<file path="src/rtl/lab2_dg_dispmux.sv">
// lab2_dg_dispmux: time-multiplexed driver for a dual 7-segment display.
// Alternates two hex digits on a shared bus, with a blanking gap between
// digits, and commits double-buffered digit updates at frame boundaries.
module lab2_dg_dispmux #(
   parameter int REFRESH_CYCLES = 48000,
   parameter int BLANK_CYCLES   = 480
) (
   input  logic       clk,
   input  logic       reset,
   input  logic [3:0] s0,
   input  logic [3:0] s1,
   input  logic       load,
   output logic [3:0] mux,
   output logic       an0,
   output logic       an1,
   output logic       pending,
   output logic       frame
);

   localparam int CNT_MAX = (REFRESH_CYCLES > BLANK_CYCLES) ? REFRESH_CYCLES : BLANK_CYCLES;
   localparam int CW      = (CNT_MAX > 1) ? $clog2(CNT_MAX) : 1;

   localparam logic [CW-1:0] SHOW_LAST  = CW'(REFRESH_CYCLES - 1);
   localparam logic [CW-1:0] BLANK_LAST = CW'(BLANK_CYCLES - 1);

   typedef enum logic [1:0] {
      SHOW0  = 2'd0,
      BLANK0 = 2'd1,
      SHOW1  = 2'd2,
      BLANK1 = 2'd3
   } state_t;

   state_t        state_q, state_d;
   logic [CW-1:0] cnt_q, cnt_d;
   logic [3:0]    d0_q, d0_d, d1_q, d1_d;
   logic [3:0]    sh0_q, sh0_d, sh1_q, sh1_d;
   logic          pending_q, pending_d;
   logic          frame_q, frame_d;
   logic          last;
   logic          commit;

   // Next-state: sequencing counter/state, shadow capture and frame commit.
   always_comb begin
      // NOTE: every signal gets a default first so no path leaves it unassigned (no latch).
      state_d   = state_q;
      cnt_d     = cnt_q + 1'b1;
      d0_d      = d0_q;
      d1_d      = d1_q;
      sh0_d     = sh0_q;
      sh1_d     = sh1_q;
      pending_d = pending_q;

      if (state_q == SHOW0 || state_q == SHOW1) begin
         last = (cnt_q == SHOW_LAST);
      end else begin
         last = (cnt_q == BLANK_LAST);
      end

      if (last) begin
         cnt_d = '0;
         unique case (state_q)
            SHOW0:  state_d = BLANK0;
            BLANK0: state_d = SHOW1;
            SHOW1:  state_d = BLANK1;
            BLANK1: state_d = SHOW0;
         endcase
      end

      // The frame ends as SHOW1 hands over to BLANK1.
      commit  = last && (state_q == SHOW1);
      frame_d = commit;

      if (load) begin
         sh0_d     = s0;
         sh1_d     = s1;
         pending_d = 1'b1;
      end

      if (commit) begin
         pending_d = 1'b0;
         if (load) begin
            // A load on the commit cycle bypasses the shadow so it is not lost.
            d0_d = s0;
            d1_d = s1;
         end else if (pending_q) begin
            d0_d = sh0_q;
            d1_d = sh1_q;
         end
      end
   end

   // State and data registers, cleared asynchronously; reset drops any pending update.
   always_ff @(posedge clk or negedge reset) begin
      if (!reset) begin
         state_q   <= BLANK1;
         cnt_q     <= '0;
         d0_q      <= '0;
         d1_q      <= '0;
         sh0_q     <= '0;
         sh1_q     <= '0;
         pending_q <= 1'b0;
         frame_q   <= 1'b0;
      end else begin
         // NOTE: non-blocking assignments so all flops update together on the edge.
         state_q   <= state_d;
         cnt_q     <= cnt_d;
         d0_q      <= d0_d;
         d1_q      <= d1_d;
         sh0_q     <= sh0_d;
         sh1_q     <= sh1_d;
         pending_q <= pending_d;
         frame_q   <= frame_d;
      end
   end

   // Outputs decode only from registers; mux swaps digits only entering a BLANK state.
   assign an0     = (state_q != SHOW0);
   assign an1     = (state_q != SHOW1);
   assign mux     = (state_q == SHOW0 || state_q == BLANK1) ? d0_q : d1_q;
   assign pending = pending_q;
   assign frame   = frame_q;

endmodule

</file>
<file path="config.mk">
export PLATFORM = sky130hd
export DESIGN_NAME = lab2_dg_dispmux
export DESIGN_NICKNAME = d
export VERILOG_FILES = /design/src/rtl/lab2_dg_dispmux.sv
export SDC_FILE = /design/constraint.sdc
export NUM_CORES = 1
export LEC_CHECK = 0
export CAP_MARGIN = 20
export CORE_ASPECT_RATIO = 1.4
export CORE_MARGIN = 2
export CORE_UTILIZATION = 54
export CTS_CLUSTER_DIAMETER = 150
export DETAILED_ROUTE_END_ITERATION = 16
export PLACE_DENSITY = 0.74
export SYNTH_ARGS = -nofsm -noshare
export SYNTH_HDL_FRONTEND = slang
export SYNTH_SLANG_ARGS = --single-unit
</file>
<file path="constraint.sdc">
create_clock -name clk -period 2.7 [get_ports clk]
set_input_delay 0.54 -clock clk [delete_from_list [all_inputs] [get_ports clk]]
set_output_delay 0.54 -clock clk [all_outputs]
set_load 0.01 [all_outputs]
</file>
==> qor.txt <==
Hold WS - 489 ps
Antenna violations before repair - 0
Pwr per Cell Area - 526 nW/um2
IO buf count - 18
H-tree depth - 2
Final setup viols - 0
Comb power frac - 0.044
Die area - 3520 um2
Cells after Synth - 136
Worst-case vdd ir drop - 535 uV
Main combinational cell family by area after synthesis - simple AND/OR/NAND/NOR gates
Initial DRC count - 25
Outcome - finished, final reports clean
Io pins - 19
GRT Overall Usage - 0.214
Sequential area share after synthesis - 0.547
Sequential share of power - 0.523
Synth Warn # - 0
Critical Path Sink Type - output port
Clock skew - 6.76 ps
Initial Utilization - 0.573
Num CTS Buffers - 5
Critical Path RT - 2160 ps
Unique masters post-synth - 27
Crit path largest cell delay - 530 ps
Worst-path maximum fanout - 5
Cell-internal power - 851 uW
XOR/XNOR share of the synthesized area - 0.0637
Largest net degree at the start of global routing - 14
CTS resizes - 1
Final GP Congestion - 0.816
Worst-path clk slew - 70 ps
Synth Area in Simple Gates - 0.165
Share of cells above drive strength 1 - 0.239
DRC viols - 0
Slowest-stage cell, CP - dfstp_2
Sw power - 209 uW
Syn Std Cell Area - 1650 um2
Setup repair bufs after CTS - 0
Vias in the first global route - 1216
Period utilization - 0.967
Crit path cell chain - inv_1 -> ha_4 -> mux2_2 -> clkdlybuf4s50_1
Nets - 177
Later-pin clock latency in the skew report - 290 ps
Synth Area in Adders - 0.0303
First-pass GRT wire length - 5.58 mm
DR vias - 1094
Post-route ant nets - 0
Hold Fails Final Rpt - 0
Seq cells post-synth - 36
FP Rows - 23
Critical Path AT - 2070 ps
Unrepaired setup endpoints after global routing - false
Max Cap Viol - 0
Mapped Nets - 151
Syn avg cell area - 12.1 um2
Area grow syn2layout - 22.1%
Total Neg Setup Slack - 0 ps
Met2 Use GR - 0.374
PnR worst setup slack - 90.4 ps
Sw Share - 0.197
Min-Delay Path Class - reg2reg
Hold_sp - cnt_q[0]
Ant diodes - 0
M1 GR Usage - 0.233
Setup WS pre-CTS - 290 ps
Die X - 50.7 um
F_max - 0.383 GHz
Total clock sinks - 36
Met3 Use GR - 0.0647
First-pass iteration count of the detailed router - 4
Root buffer cell - clkbuf_8
Worst Setup SP - state_q[0]
Vias per cell - 5.47
Leakage - 0.895 nW
Compound-Gate Fraction of Synth Area - 0.0311
Die height - 69.4 um
Pins Over Slew Limit - 0
RR Startpoint - cnt_q[0]
Mux cell area share after synthesis - 0.143
GR Overflow Total - 0
Wirelength, routed - 3.07 mm
Core footprint - 2880 um2
Tmin final - 2610 ps
Clock Path Buffers - 2
Slew margin rel. - 0.625
Cts hold-fix bufs - 0
TritonCTS clock tree - built
Startpoint types - flop
Routing layer with the top usage in global route - met2
DR WL/cell - 15.3 um
Worst slew pin tran - 559 ps
Crit Path Category - reg2out
Dpl hpwl - 2.29 mm
Clock share of power - 0.433
## cells by family after synthesis
group                      count (synthesis)
DFF                                       36
and+or+nand+nor                           46
muxes                                     21
xor gates and xnor gates                  12
adders and majority gates                  4
AOI/OAI and AO/OA                          9
buffers and inverters                      8
## worst paths after layout
path,to,slack [ps],depth (start not counted)
min in group asynchronous,cnt_q[11],600,1
max reg2reg,d0_q[3],510,5
max in group asynchronous,d0_q[2],1520,2
min reg2reg,cnt_q[0],490,1
max,mux[2],90,4
min,cnt_q[0],490,1
## layout by cell type (no fill, tap or decap), types with 2 or more instances in the layout
cell type and n:
xor2_1 7, xnor2_1 5, clkdlybuf4s50_1 17, or3_1 3, mux2_2 21, inv_1 5
ha_1 3, buf_4 4, nand3_1 6, nor3_1 2, nor4_1 4, clkbuf_8 5
dfstp_2 2, nand4_1 4, o21ai_0 4, a21oi_1 3, dfrtp_1 34, nor2_1 15
nand2_1 5
## cell usage after synthesis
master | number | area [um2]
xor2_1 | 7 | 61.3
clkbuf_1 | 1 | 3.75
or4_4 | 1 | 11.3
xnor2_1 | 5 | 43.8
o21a_1 | 1 | 7.51
nand4_1 | 4 | 25.0
ha_1 | 4 | 50.1
and4_4 | 1 | 11.3
inv_1 | 5 | 18.8
mux2_2 | 21 | 236
nor3b_1 | 1 | 7.51
buf_2 | 2 | 10.0
nor2b_1 | 1 | 6.26
nand4_4 | 1 | 21.3
o21ai_0 | 4 | 20.0
nor4_4 | 1 | 21.3
nand3_1 | 6 | 30.0
or3_1 | 3 | 18.8
dfstp_2 | 2 | 52.6
nand4b_1 | 1 | 8.76
nor3_1 | 2 | 10.0
dfrtp_1 | 34 | 851
nor2_1 | 15 | 56.3
o41ai_1 | 1 | 8.76
nor4_1 | 4 | 25.0
nand2_1 | 5 | 18.8
a21oi_1 | 3 | 15.0
## power groups by stage
stage | Combinational [mW] | Clock, mW | Sequential [mW]
final | 0.0464 | 0.459 | 0.554
after global placement | 0.0457 | 0 | 0.564
after CTS | 0.0479 | 0.467 | 0.554
after floorplan | 0.0166 | 0 | 0.563
after detailed placement | 0.0477 | 0 | 0.565
after global routing | 0.0521 | 0.493 | 0.555
## per-layer routing
layer	part of all wire	wire [um]	up-vias
met4	0.027	82	0
met2	0.54	1670	22
met3	0.034	103	9
met5	0	0	-
li1	-	-	528
met1	0.39	1210	535
## through the flow
| step | std cells | util | instance area, um2 | power (mW) |
|---|---|---|---|---|
| after floorplan | 136 | - | 1650 | 0.580 |
| after global placement | 192 | 0.658 | 1890 | 0.609 |
| after detailed placement | 192 | 0.658 | 1890 | 0.612 |
| after CTS | 200 | 0.696 | 2000 | 1.07 |
| after global routing | 200 | 0.700 | 2020 | 1.10 |
| final | 200 | 0.700 | 2020 | 1.06 |
## state kept, by name (all words and copies together), names as in the netlist
| register | count |
|---|---|
| frame | 1 |
| sh1_q | 4 |
| state_q | 2 |
| d1_q | 4 |
| cnt_q | 16 |
| sh0_q | 4 |
| d0_q | 4 |
| pending | 1 |
## area by class of cell
class	count	area, um2
sequential	36	903
fill	237	862
multi-input combinational	92	727
timing repair buffer	22	213
clock buffer	6	72.6
tap	37	46.3
clock inverter	2	35.0
inverter	5	18.8
## critical path: cells and delay by family (launching register included)
family,cells,cell delay [ps]
adders and majority gates,1,330
buffers and inverters,2,600
DFF,1,530
muxes,1,330
Note: power is estimated with default switching activity, not from simulation.
